`config.mk`:
```
export PLATFORM = sky130hd
export DESIGN_NAME = contador_param
export DESIGN_NICKNAME = d
export VERILOG_FILES = /design/src/rtl/contador_pkg.sv /design/src/rtl/contador_prescaler.sv /design/src/rtl/contador_param.sv
export SDC_FILE = /design/constraint.sdc
export NUM_CORES = 1
export LEC_CHECK = 0
export ABC_AREA = 0
export BUFFER_PORTS_ARGS = -buffer_cell sky130_fd_sc_hd__buf_2
export CAP_MARGIN = 5
export CORE_MARGIN = 3
export CORE_UTILIZATION = 53
export CTS_BUF_LIST = sky130_fd_sc_hd__clkbuf_4 sky130_fd_sc_hd__clkbuf_8
export CTS_CLUSTER_DIAMETER = 40
export DETAILED_ROUTE_END_ITERATION = 7
export PLACE_DENSITY = 0.91
export SYNTH_ARGS = -nofsm -noshare
export SYNTH_HDL_FRONTEND = slang
export SYNTH_HIERARCHICAL = 1
export SYNTH_SLANG_ARGS = --single-unit
export TNS_END_PERCENT = 5
```
`constraint.sdc`:
```
create_clock -name clk -period 3.1 [get_ports clk]
set_input_delay 0.155 -clock clk [delete_from_list [all_inputs] [get_ports clk]]
set_output_delay 0.155 -clock clk [all_outputs]
set_load 0.01 [all_outputs]
```
`src/rtl/contador_pkg.sv`:
```
// -----------------------------------------------------------------------------
// contador_pkg
//
// Shared types and constants for the parametrised up/down counter.
//   dir_e              : count direction (DIR_DOWN = 0, DIR_UP = 1)
//   mode_e             : terminal behaviour (MODE_WRAP = 0, MODE_SAT = 1)
//   CONTADOR_MAX_WIDTH : widest counter that may be built
// -----------------------------------------------------------------------------
package contador_pkg;

    localparam int CONTADOR_MAX_WIDTH = 32;

    typedef enum logic {
        DIR_DOWN = 1'b0,
        DIR_UP   = 1'b1
    } dir_e;

    typedef enum logic {
        MODE_WRAP = 1'b0,
        MODE_SAT  = 1'b1
    } mode_e;

endpackage

```
`src/rtl/contador_prescaler.sv`:
```
// -----------------------------------------------------------------------------
// contador_prescaler
//
// Divides the count enable by PRESCALE. The internal counter advances only
// while en is high and holds while en is low. tick is high while the counter
// sits at PRESCALE-1. The counter then returns to 0 on the next enabled edge.
//
// Ports:
//   clk  in   clock, rising edge
//   rst  in   asynchronous reset, active-low
//   en   in   count enable
//   clr  in   synchronous clear of the prescaler (counter clear or load)
//   tick out  high on the enabled cycle that completes a prescale period
// -----------------------------------------------------------------------------
module contador_prescaler #(
    parameter int unsigned PRESCALE = 4
) (
    input  logic clk,
    input  logic rst,
    input  logic en,
    input  logic clr,
    output logic tick
);

    localparam int PW = $clog2(PRESCALE);
    localparam logic [PW-1:0] LAST = PW'(PRESCALE - 1);

    logic [PW-1:0] pre_cnt;

    assign tick = (pre_cnt == LAST);

    always_ff @(posedge clk or negedge rst) begin
        if (!rst) begin
            pre_cnt <= '0;
        end else if (clr) begin
            pre_cnt <= '0;
        end else if (en) begin
            pre_cnt <= tick ? '0 : pre_cnt + PW'(1);
        end
    end

endmodule

```
`src/rtl/contador_param.sv`:
```
// -----------------------------------------------------------------------------
// contador_param
//
// Parametrised up/down counter with the following features:
//   - modulo MAX+1 counting
//   - wrap or saturate at the ends
//   - synchronous clear and load (the load value is clamped to MAX)
//   - a one-cycle terminal-count pulse
//   - a sticky overflow/underflow flag
// Action priority on each edge is clr, then load, then step, then hold.
//
// Optional feature: define CONTADOR_PRESCALE_EN to divide the enable by
// PRESCALE through contador_prescaler. Without it the counter steps on every
// enabled edge and PRESCALE has no effect.
//
// Ports:
//   clk       in   clock, rising edge
//   rst       in   asynchronous reset, active-low
//   en        in   count enable
//   up_dn     in   1 = count up, 0 = count down
//   sat       in   0 = wrap, 1 = saturate
//   clr       in   synchronous clear
//   load      in   synchronous load of load_val
//   load_val  in   value to load (clamped to MAX)
//   count     out  current count
//   tc        out  terminal-count pulse, one cycle after a terminal step
//   ovf       out  sticky flag, set by any terminal step
// -----------------------------------------------------------------------------
module contador_param
    import contador_pkg::*;
#(
    parameter int unsigned     WIDTH    = 8,
    parameter longint unsigned MAX      = (64'd1 << WIDTH) - 64'd1,
    parameter int unsigned     PRESCALE = 4
) (
    input  logic             clk,
    input  logic             rst,
    input  logic             en,
    input  logic             up_dn,
    input  logic             sat,
    input  logic             clr,
    input  logic             load,
    input  logic [WIDTH-1:0] load_val,
    output logic [WIDTH-1:0] count,
    output logic             tc,
    output logic             ovf
);

    // Reject illegal parameter values when the design is elaborated.
    generate
        if (WIDTH < 1 || WIDTH > CONTADOR_MAX_WIDTH) begin : g_bad_width
            $error("contador_param: WIDTH must be 1..32");
        end
        if (MAX < 1 || MAX > ((64'd1 << WIDTH) - 64'd1)) begin : g_bad_max
            $error("contador_param: MAX must be 1..2**WIDTH-1");
        end
        if (PRESCALE < 2 || PRESCALE > 65535) begin : g_bad_prescale
            $error("contador_param: PRESCALE must be 2..65535");
        end
    endgenerate

    localparam logic [WIDTH-1:0] MAX_V = WIDTH'(MAX);

    logic             tick;
    logic             step;
    logic             going_up;
    logic             saturating;
    logic             terminal;
    logic [WIDTH-1:0] next_count;
    logic [WIDTH-1:0] load_clamped;

`ifdef CONTADOR_PRESCALE_EN
    // Both clear and load restart the prescale period.
    contador_prescaler #(
        .PRESCALE(PRESCALE)
    ) u_prescaler (
        .clk (clk),
        .rst (rst),
        .en  (en),
        .clr (clr | load),
        .tick(tick)
    );
`else
    assign tick = 1'b1;
`endif

    assign step         = en & tick;
    assign load_clamped = (load_val > MAX_V) ? MAX_V : load_val;

    // A terminal step is one taken from the end of the range in the current
    // direction. It is the same condition in both modes. Only the resulting
    // count differs: wrap to the other end, or stay where it is.
    always_comb begin
        going_up   = (dir_e'(up_dn) == DIR_UP);
        saturating = (mode_e'(sat) == MODE_SAT);
        terminal   = going_up ? (count == MAX_V) : (count == '0);
        next_count = count;
        if (going_up) begin
            if (!terminal) begin
                next_count = count + WIDTH'(1);
            end else if (!saturating) begin
                next_count = '0;
            end
        end else begin
            if (!terminal) begin
                next_count = count - WIDTH'(1);
            end else if (!saturating) begin
                next_count = MAX_V;
            end
        end
    end

    // tc is cleared on every edge that is not a terminal step, so it lasts
    // exactly one cycle. ovf is only set here. Only clr and rst clear it.
    always_ff @(posedge clk or negedge rst) begin
        if (!rst) begin
            count <= '0;
            tc    <= 1'b0;
            ovf   <= 1'b0;
        end else if (clr) begin
            count <= '0;
            tc    <= 1'b0;
            ovf   <= 1'b0;
        end else if (load) begin
            count <= load_clamped;
            tc    <= 1'b0;
        end else if (step) begin
            count <= next_count;
            tc    <= terminal;
            if (terminal) begin
                ovf <= 1'b1;
            end
        end else begin
            tc <= 1'b0;
        end
    end

endmodule

```
==> impl_metrics.env, run 1 <==
export IMPL_status="complete, no violations"
export IMPL_synthArstFlopShare_pct=100.0
export IMPL_vdd_drop_max_v=0.0002882
export IMPL_yosys_area_top_type_share_pct=26.46
export IMPL_drt_iter0_drc=18
export IMPL_final_period_utilization_pct=77.64
export IMPL_port_buffers=24
export IMPL_clkPwrFrac_pct=21.5
export IMPL_synth_cell_types=42
export IMPL_clockBufferDepth=2
export IMPL_grt_overflow=0
export IMPL_avgViaCountPerCell=6.200
export IMPL_p_sw_w=0.0001433
export IMPL_setup_violations=0
export IMPL_post_drt_wl_per_cell_um=15.69
export IMPL_synth_nets=127
export IMPL_yosys_warnings=6
export IMPL_hold_ws_ns=0.1160
export IMPL_synthFlopType="dfrtp_1"
export IMPL_worstPathRequired_ns=3.25
export IMPL_vias=930
export IMPL_yosysTopAreaCell="dfrtp_1"
export IMPL_cp_start_kind="flip-flop"
export IMPL_p_leak_nw=0.4672
export IMPL_drv_cap=0
export IMPL_cp_arrival_ns=2.56
export IMPL_ant_nets=0
export IMPL_netlist_instances=109
export IMPL_max_freq_ghz=0.4155
export IMPL_grt_max_degree=20
export IMPL_ys_seq_area_share_pct=26.46
export IMPL_pin_count=25
export IMPL_end_kind="flip-flop"
export IMPL_cts_root_buf="clkbuf_4"
export IMPL_die_h_um=48.25
export IMPL_synth_seq_cells=10
export IMPL_hold_viol=0
export IMPL_layout_drive_gt1_share_pct=28.57
export IMPL_dieArea_mm2=0.002328
export IMPL_grt_total_usage_pct=21.94
export IMPL_rows=14
export IMPL_syn_area_um2=945.9
export IMPL_min_path_type="input port to flip-flop"
export IMPL_n_antenna_cell=0
export IMPL_first_global_vias=842
export IMPL_ys_top_cells_by_count="dfrtp_1 (10), clkbuf_1 (8), inv_1 (7), nor2_1 (7)"
export IMPL_antenna_found_initial=0
export IMPL_cts_sinks=10
export IMPL_syn_mean_instance_area_um2=8.678
export IMPL_crit_fanout=10
export IMPL_gp_congestion=0.8874
export IMPL_seqPwrFrac_pct=42.6
export IMPL_sw_frac_of_total_pct=36.10
export IMPL_cts_tree="done"
export IMPL_h_tree_depth=1
export IMPL_slew_viol_final=0
export IMPL_synth_edf_count=0
export IMPL_drc=0
export IMPL_fillers=156
export IMPL_intPower_w=0.0002535
export IMPL_grt_pass1_wl_um=3594
export IMPL_finalSetupTns_ns=0
export IMPL_numCtsBuffers=3
export IMPL_combinationalPowerShare_pct=35.9
export IMPL_slew_headroom_pct=66.39
export IMPL_synthTopCellsByArea="dfrtp_1 (26%), o2bb2ai_1 (4.6%), ha_1 (4.0%)"
export IMPL_rsz0062_at_grt="false"
export IMPL_nets=146
export IMPL_die_w_um=48.25
export IMPL_drt_total_wl_um=2353
export IMPL_finalCriticalPeriod_ns=2.407
export IMPL_worst_pin_slew_ns=0.5007
export IMPL_pwr_density_cell_mw_per_mm2=374.0
export IMPL_clkTransAtPathRegs_ns=0.06
export IMPL_dr_pass1_iters=4
export IMPL_initial_core_util_pct=59.34
export IMPL_core_area_mm2=0.001594
export IMPL_synth_most_common_cell="dfrtp_1"
export IMPL_fin_util_pct=66.56
export IMPL_area_growth_pct=12.17
export IMPL_crit_type="flip-flop to flip-flop"
export IMPL_cts_resized=0
export IMPL_clk_latency_ns=0.26
export IMPL_finalClockSkew_ns=0.004235
export IMPL_dp_hpwl_um=1767
## path summary, 6_finish.rpt
| kind | start | endpoint | slack (ns) | cells past startpoint |
|---|---|---|---|---|
| max | count[3] | count[7] | 0.69 | 5 |
| min in group asynchronous | rst | count[7] | 0.30 | 2 |
| max reg2reg | count[3] | count[7] | 0.69 | 5 |
| max in group asynchronous | rst | count[2] | 2.61 | 2 |
| min reg2reg | ovf | ovf | 0.52 | 2 |
| min | clr | ovf | 0.12 | 2 |
## state kept, by name (all words and copies together), names as in the netlist
| name | count |
|---|---|
| tc | 1 |
| ovf | 1 |
| count | 8 |
## worst max-delay path, stage by stage (launching register included)
cell     delay (ns)
dfrtp_1        0.49
or4_4          0.62
or4_4          0.55
nand2_4        0.11
a31o_4         0.22
mux2_4         0.30
## cell usage in the layout (no fill, tap or decap), types with 2 or more instances in the layout
master,n
a211oi_1,2
a21oi_1,5
a22oi_1,3
a311oi_1,3
a31oi_1,3
a32o_1,3
buf_2,24
clkbuf_4,3
dfrtp_1,10
ha_1,3
inv_1,7
nand2_1,3
nand2b_1,4
nand3_1,4
nor2_1,7
nor3_1,5
o21ai_0,3
o21bai_1,2
o2bb2ai_1,5
or3_1,2
or4_4,2
xor2_1,3
## metal layers
metal / wire length (µm) / share of wire (%) / track usage (%) / vias up
li1: - / - / - / 451
met5: 0 / 0 / 0 / -
met3: 242 / 10 / 9.225 / 2
met1: 906 / 39 / 26.00 / 428
met2: 1188 / 50 / 37.76 / 49
met4: 15 / 0.64 / 2.688 / 0
## power groups by stage
stage               Combinational [W]  Sequential (W)  Clock (W)
floorplan                    0.000120        0.000158          0
global placement             0.000138        0.000170          0
detailed placement           0.000140        0.000171          0
CTS                          0.000142        0.000168  0.0000870
global route                 0.000157        0.000172  0.0000941
finish                       0.000143        0.000169  0.0000853
## final cells by class
class / instances / area, µm² / share of cell area (%)
Multi-Input combinational cell: 81 / 601.8 / 56.72
Tap cell: 24 / 30.03 / 2.830
Inverter: 7 / 26.28 / 2.476
Timing Repair Buffer: 25 / 130.1 / 12.26
Sequential cell: 10 / 250.2 / 23.58
Clock buffer: 3 / 22.52 / 2.123
## stage by stage
| step | setup WS (ns) | power, W | cell area [µm²] | std cells |
|---|---|---|---|---|
| finish | 0.6932 | 0.0003968 | 1061 | 150 |
| global route | 0.6334 | 0.0004234 | 1061 | 150 |
| CTS | 0.6990 | 0.0003973 | 1061 | 150 |
| detailed placement | 0.7088 | 0.0003108 | 1028 | 146 |
| global placement | 0.7561 | 0.0003076 | 1028 | 146 |
| floorplan | 0.6222 | 0.0002777 | 945.9 | 109 |
## repair_timing
| action | CTS | global route |
|---|---|---|
| buffers inserted | 0 | 0 |
| endpoints found under the hold margin | 10 | 0 |
| hold buffers | 1 | 0 |
| endpoints found under the setup margin | 0 | 0 |
## cells by family after synthesis
| logic type | count (synthesis) | share of synthesized area (%) |
|---|---|---|
| muxes | 1 | 1.587 |
| adders and majority gates | 3 | 3.969 |
| buffers and inverters | 18 | 9.921 |
| xor gates and xnor gates | 4 | 3.704 |
| DFF | 10 | 26.46 |
| AOI/OAI and AO/OA | 41 | 34.92 |
| and+or+nand+nor | 32 | 19.44 |
Note: power is estimated with default switching activity, not from simulation.
==> run 2, diff against run 1 <==
--- a/config.mk
+++ b/config.mk
@@ -5,7 +5,7 @@
 export SDC_FILE = /design/constraint.sdc
 export NUM_CORES = 1
 export LEC_CHECK = 0
-export ABC_AREA = 0
+export ABC_AREA = 1
 export BUFFER_PORTS_ARGS = -buffer_cell sky130_fd_sc_hd__buf_2
 export CAP_MARGIN = 5
 export CORE_MARGIN = 3
@@ -13,7 +13,7 @@
 export CTS_BUF_LIST = sky130_fd_sc_hd__clkbuf_4 sky130_fd_sc_hd__clkbuf_8
 export CTS_CLUSTER_DIAMETER = 40
 export DETAILED_ROUTE_END_ITERATION = 7
-export PLACE_DENSITY = 0.91
+export PLACE_DENSITY = 0.9
 export SYNTH_ARGS = -nofsm -noshare
 export SYNTH_HDL_FRONTEND = slang
 export SYNTH_HIERARCHICAL = 1
==> constraint.sdc (replaced) <==
create_clock -name clk -period 2.3 [get_ports clk]
set_input_delay 0.115 -clock clk [delete_from_list [all_inputs] [get_ports clk]]
set_output_delay 0.115 -clock clk [all_outputs]
set_load 0.01 [all_outputs]
==> run 2 against run 1 <==
Non-clock buffer count did not move. Total power rose by 45%. Clock skew fell by 0.0014 ns. Highest routed layer unchanged. Die area rose by 9.1%. Largest power group is now combinational cells.
==> impl_metrics.env, run 2 <==
export IMPL_yosys_area_top_type_share_pct=23.95
export IMPL_crit_start="count[0]"
export IMPL_numCtsBuffers=3
export IMPL_yosys_warnings=6
export IMPL_met3RoutedLength_um=122
export IMPL_rows=15
export IMPL_highest_layer="met4"
export IMPL_ys_seq_area_share_pct=23.95
export IMPL_synth_cell_types=26
export IMPL_drt_iter0_drc=34
export IMPL_top_regs="count x8, ovf x1, tc x1"
export IMPL_grt_pass1_wl_um=4540
export IMPL_drv_cap=0
export IMPL_pwr_density_cell_mw_per_mm2=476.5
export IMPL_slew_headroom_pct=68.18
export IMPL_dr_pass1_iters=4
export IMPL_r2r_cells=11
export IMPL_critPathSlowestCell="dfrtp_1"
export IMPL_wl_met2_um=1300
export IMPL_clkPwrFrac_pct=20.9
export IMPL_nets=211
export IMPL_hold_end="count[0]"
export IMPL_synthFlopType="dfrtp_1"
export IMPL_multi_input_comb_area_um2=704.4
export IMPL_p_sw_w=0.0002354
export IMPL_dp_cells=212
export IMPL_first_global_vias=1027
export IMPL_grt_max_degree=17
export IMPL_hold_viol=0
export IMPL_hold_start="load_val[0]"
export IMPL_vdd_drop_max_v=0.0004083
export IMPL_cp_cell_sequence="inv_1, ha_1, nand2_1, nor2_1, nand2_4, nand2_4, nand3_4, nand3_2, nor2_1, nand2_1, nand2_1"
export IMPL_crit_fanout=6
export IMPL_slew_viol_final=0
export IMPL_dieArea_mm2=0.002540
export IMPL_synth_seq_cells=10
export IMPL_seqPwrFrac_pct=39.2
export IMPL_synth_most_common_cell="nand2_1"
export IMPL_finalSetupTns_ns=0
export IMPL_yosysTopAreaCell="dfrtp_1"
export IMPL_pin_count=25
export IMPL_regToRegEndpoint="count[7]"
export IMPL_crit_family="simple AND/OR/NAND/NOR gates"
export IMPL_setup_violations=0
export IMPL_dp_hpwl_um=2097
export IMPL_synth_nets=184
export IMPL_largest_reg_flops=8
export IMPL_crit_type="flip-flop to flip-flop"
export IMPL_final_cell_mix="nand2_1 (59), buf_2 (24), nor2_1 (20), nand3_1 (16), inv_1 (14)"
export IMPL_netlist_instances=166
export IMPL_sw_frac_of_total_pct=40.95
export IMPL_drt_total_wl_um=2659
export IMPL_finalPower_w=0.0005748
export IMPL_post_drt_wl_per_cell_um=12.31
export IMPL_gp_congestion=0.9686
export IMPL_end_kind="flip-flop"
export IMPL_p_leak_nw=0.7141
export IMPL_port_buffers=24
export IMPL_cts_tree="done"
export IMPL_syn_area_mm2=0.001045
export IMPL_final_common_cell="nand2_1"
export IMPL_fin_area_mm2=0.001206
export IMPL_syn_mean_instance_area_um2=6.294
export IMPL_seqCellArea_um2=250.2
export IMPL_intPower_w=0.0003394
export IMPL_ys_top_cells_by_count="nand2_1 (59), nor2_1 (20), nand3_1 (16)"
export IMPL_synth_edf_count=0
export IMPL_synthTopCellsByArea="dfrtp_1 (24%), nand2_1 (21%), nand3_1 (7.7%)"
export IMPL_n_antenna_cell=0
export IMPL_regMostFlops="count"
export IMPL_area_growth_pct=15.45
export IMPL_cts_root_buf="clkbuf_4"
export IMPL_layout_drive_gt1_share_pct=23.56
export IMPL_cp_arrival_ns=1.90
export IMPL_ff2ff_setup_slack_ns=0.56
export IMPL_clk_latency_ns=0.27
export IMPL_clockBufferDepth=2
export IMPL_drc=0
export IMPL_finalCriticalPeriod_ns=1.745
export IMPL_synthArstFlopShare_pct=100.0
export IMPL_rsz0062_at_grt="false"
export IMPL_final_period_utilization_pct=75.85
export IMPL_final_cell_count_no_fill=216
export IMPL_whs_path_depth=3
export IMPL_wl_met1_um=1154
export IMPL_cts_resized=0
export IMPL_antenna_found_initial=0
export IMPL_vias=1124
export IMPL_cts_sinks=10
export IMPL_ant_nets=0
export IMPL_hold_ws_ns=0.1511
export IMPL_h_tree_depth=1
export IMPL_worst_pin_slew_ns=0.4767
export IMPL_finalClockSkew_ns=0.002859
export IMPL_cpPeakStageDelay_ns=0.43
export IMPL_cp_start_kind="flip-flop"
export IMPL_cp_buffers_inverters=1
export IMPL_status="complete, no violations"
export IMPL_max_freq_ghz=0.5732
export IMPL_clkTransAtPathRegs_ns=0.06
export IMPL_placed_cell_area_mm2=0.001174
export IMPL_r2r_start="count[0]"
export IMPL_die_w_um=50.40
export IMPL_combinationalPowerShare_pct=39.9
export IMPL_grt_overflow=0
export IMPL_min_path_type="input port to flip-flop"
export IMPL_grt_total_usage_pct=22.91
export IMPL_worstPathRequired_ns=2.45
export IMPL_fillers=176
export IMPL_core_area_mm2=0.001802
export IMPL_die_h_um=50.40
export IMPL_initial_core_util_pct=57.99
export IMPL_avgViaCountPerCell=5.204
export IMPL_cpMostUsedCell="nand2_1"
-- run 2: layer usage --
metal  vias up  track usage [%]
li1        575                -
met3         9           0.8902
met5         -                0
met4         0            10.76
met1       503            28.89
met2        37            40.00
-- run 2: logic make-up (layout without fill, tap and decap cells) --
kind of cell             Yosys count  count (layout)  share of synthesized area (%)
AND/OR/NAND/NOR                  114             114                          53.77
buffers and inverters             21              46                          8.622
AO/OA/AOI/OAI                     15              15                          7.545
flip-flops                        10              10                          23.95
adder cells (fa/ha/maj)            3               3                          3.593
XOR/XNOR                           3               3                          2.515
-- run 2: worst max path at each step --
stage          cells past startpoint  slack (ns)        to
2_1_floorplan                     10        0.75  count[4]
3_3_place_gp                       8        0.68  count[3]
3_5_place_dp                      10        0.61  count[4]
4_1_cts                           11        0.58  count[7]
5_1_grt                           11        0.43  count[7]
6_report                          11        0.56  count[7]
-- run 2: power by group through the flow --
stage / combinational, W / clock (W) / sequential [W]
floorplan: 0.000167 / 0 / 0.000222
global placement: 0.000224 / 0 / 0.000227
detailed placement: 0.000227 / 0 / 0.000228
CTS: 0.000230 / 0.000121 / 0.000225
global route: 0.000259 / 0.000128 / 0.000230
finish: 0.000229 / 0.000120 / 0.000226
-- run 2: worst min-delay path: cells and delay by family --
family / cells / cell delay (ns)
buf+inv: 1 / 0.07
compound gates: 2 / 0.19
-- run 2: area by class of cell --
class                   count  area share (%)
multi-input cells         135           58.40
flip-flops and latches     10           20.75
repair buffers             25           10.79
inverters                  18           5.602
well taps                  25           2.593
clock buffers               3           1.867
-- run 2: stage by stage --
| step | worst slack [ns] | util, % |
|---|---|---|
| after floorplan | 0.7527 | - |
| after global placement | 0.6769 | 65.14 |
| after detailed placement | 0.6130 | 65.14 |
| after CTS | 0.5807 | 66.94 |
| after global routing | 0.4335 | 66.94 |
| final | 0.5554 | 66.94 |
-- run 2: timing repair --
action | 4_1_cts | 5_1_grt
buffers inserted | 0 | 0
hold endpoints to repair | 10 | 0
hold buffers | 1 | 0
==> run 3, diff against run 2 <==
--- a/config.mk
+++ b/config.mk
@@ -5,7 +5,7 @@
 export SDC_FILE = /design/constraint.sdc
 export NUM_CORES = 1
 export LEC_CHECK = 0
-export ABC_AREA = 1
+export ABC_AREA = 0
 export BUFFER_PORTS_ARGS = -buffer_cell sky130_fd_sc_hd__buf_2
 export CAP_MARGIN = 5
 export CORE_MARGIN = 3
@@ -13,7 +13,7 @@
 export CTS_BUF_LIST = sky130_fd_sc_hd__clkbuf_4 sky130_fd_sc_hd__clkbuf_8
 export CTS_CLUSTER_DIAMETER = 40
 export DETAILED_ROUTE_END_ITERATION = 7
-export PLACE_DENSITY = 0.9
+export PLACE_DENSITY = 0.91
 export SYNTH_ARGS = -nofsm -noshare
 export SYNTH_HDL_FRONTEND = slang
 export SYNTH_HIERARCHICAL = 1
==> constraint.sdc (replaced) <==
create_clock -name clk -period 1.8 [get_ports clk]
set_input_delay 0.09 -clock clk [delete_from_list [all_inputs] [get_ports clk]]
set_output_delay 0.09 -clock clk [all_outputs]
set_load 0.01 [all_outputs]
==> run 3 against run 2 <==
The flow now finishes with violations (negative setup slack). Critical endpoint is now count[6]. Routed wire length is 17% higher. Sequential power up 15%. Combinational power increased by 69%. Largest cell class unchanged. Sequential share of layout area fell by 1.2 points. Utilization rose by 14 points.
==> impl_metrics.env, run 3 (same netlist as run 1, synthesis figures left out) <==
export IMPL_status="finished, violations left"
export IMPL_violations="negative setup slack"
export IMPL_regMostFlops="count"
export IMPL_layout_drive_gt1_share_pct=42.00
export IMPL_core_area_mm2=0.001594
export IMPL_nets=169
export IMPL_p_leak_nw=0.5933
export IMPL_finalWorstSetupSlack_ns=-0.3502
export IMPL_cts_sinks=10
export IMPL_ant_nets=0
export IMPL_grt_max_degree=20
export IMPL_dp_hpwl_um=2119
export IMPL_finalClockSkew_ns=0.006838
export IMPL_grt_total_usage_pct=27.65
export IMPL_cp_arrival_ns=2.29
export IMPL_gp_congestion=0.9630
export IMPL_post_drt_wl_per_cell_um=17.90
export IMPL_end_kind="flip-flop"
export IMPL_largest_reg_flops=8
export IMPL_worstPathRequired_ns=1.94
export IMPL_top_regs="count x8, ovf x1, tc x1"
export IMPL_cts_root_buf="clkbuf_4"
export IMPL_drt_total_wl_um=3115
export IMPL_rsz0062_at_grt="true"
export IMPL_vdd_drop_max_v=0.0007193
export IMPL_dr_pass1_iters=4
export IMPL_drt_iter0_drc=88
export IMPL_slew_headroom_pct=60.70
export IMPL_port_buffers=24
export IMPL_final_period_utilization_pct=119.5
export IMPL_area_growth_pct=35.58
export IMPL_antenna_found_initial=0
export IMPL_rows=14
export IMPL_crit_type="flip-flop to flip-flop"
export IMPL_dieArea_mm2=0.002328
export IMPL_vias=1151
export IMPL_drc=0
export IMPL_finalCriticalPeriod_ns=2.150
export IMPL_hold_viol=0
export IMPL_slew_viol_final=0
export IMPL_multi_input_comb_area_um2=629.4
export IMPL_first_global_vias=1024
export IMPL_min_path_type="input port to flip-flop"
export IMPL_clk_latency_ns=0.27
export IMPL_die_w_um=48.25
export IMPL_seqCellArea_um2=250.2
export IMPL_setup_violations=10
export IMPL_cts_tree="done"
export IMPL_initial_core_util_pct=59.34
export IMPL_clkTransAtPathRegs_ns=0.08
export IMPL_max_freq_ghz=0.4651
export IMPL_grt_pass1_wl_um=4395
export IMPL_pin_count=25
export IMPL_worst_pin_slew_ns=0.5856
export IMPL_numCtsBuffers=3
export IMPL_fillers=100
export IMPL_pwr_density_cell_mw_per_mm2=669.6
export IMPL_n_antenna_cell=0
export IMPL_final_common_cell="buf_2"
export IMPL_final_cell_mix="buf_2 (24), buf_4 (21), dfrtp_1 (10), inv_1 (7), nor2_1 (7)"
export IMPL_avgViaCountPerCell=6.615
export IMPL_dp_slack_ns=-0.3242
export IMPL_drv_cap=0
export IMPL_grt_overflow=0
export IMPL_die_h_um=48.25
export IMPL_hold_ws_ns=0.05898
export IMPL_crit_fanout=4
export IMPL_cp_start_kind="flip-flop"
export IMPL_h_tree_depth=1
export IMPL_clockBufferDepth=2
==> run 3: power breakdown <==
part / switching [W] / internal, W / leakage (nW)
sequential: 0.0000158 / 0.000243 / 0.133
clock: 0.0000898 / 0.000123 / 0.0210
combinational: 0.000203 / 0.000184 / 0.439
==> run 3: per-layer routing <==
layer | global-route usage, % | part of all wire, %
met5 | 0 | 0
met2 | 47.40 | 51
met1 | 30.00 | 36
met3 | 8.118 | 11
met4 | 15.59 | 2.7
==> run 3: area by class of cell <==
type                    instances  share of cell area [%]
repair buffers                 48                   24.20
flip-flops and latches         10                   19.51
multi-input cells              81                   49.07
well taps                      24                   2.341
inverters                       7                   2.049
clock buffers                   4                   2.829
==> run 3: metrics by stage <==
step	area (µm²)	std cells	total power (W)	util [%]	TNS, ns
final	1282	174	0.0008588	80.46	-2.817
after CTS	1249	173	0.0008231	78.34	-1.820
after floorplan	945.9	109	0.0004782	-	-4.346
after global routing	1282	174	0.0008995	80.46	-3.219
after detailed placement	1194	168	0.0006104	74.88	-2.374
after global placement	1194	168	0.0005940	74.88	-2.094
==> run 3: worst paths after layout <==
check	from	endpoint	slack (ns)	cells after the start
setup / recovery	count[4]	count[6]	-0.35	6
hold / removal	clr	ovf	0.06	2
setup reg to reg	count[4]	count[6]	-0.35	6
hold reg to reg	ovf	ovf	0.53	2
max in group asynchronous	rst	count[1]	1.37	2
min in group asynchronous	rst	count[6]	0.22	2
==> run 3: critical path: stages, from the launching register on <==
cell and delay, ns:
dfrtp_1 0.38, or4_4 0.55, or4_4 0.54, nand2_4 0.10
buf_6 0.10, a311o_2 0.22, o2bb2ai_1 0.13
==> run 3: timing repair <==
item                       4_1_cts  5_1_grt
hold endpoints to repair        10        0
gates resized for setup          3        5
pin swaps                        4        9
hold buffers                     1        0
setup buffers                    0        1
setup endpoints to repair       10       10
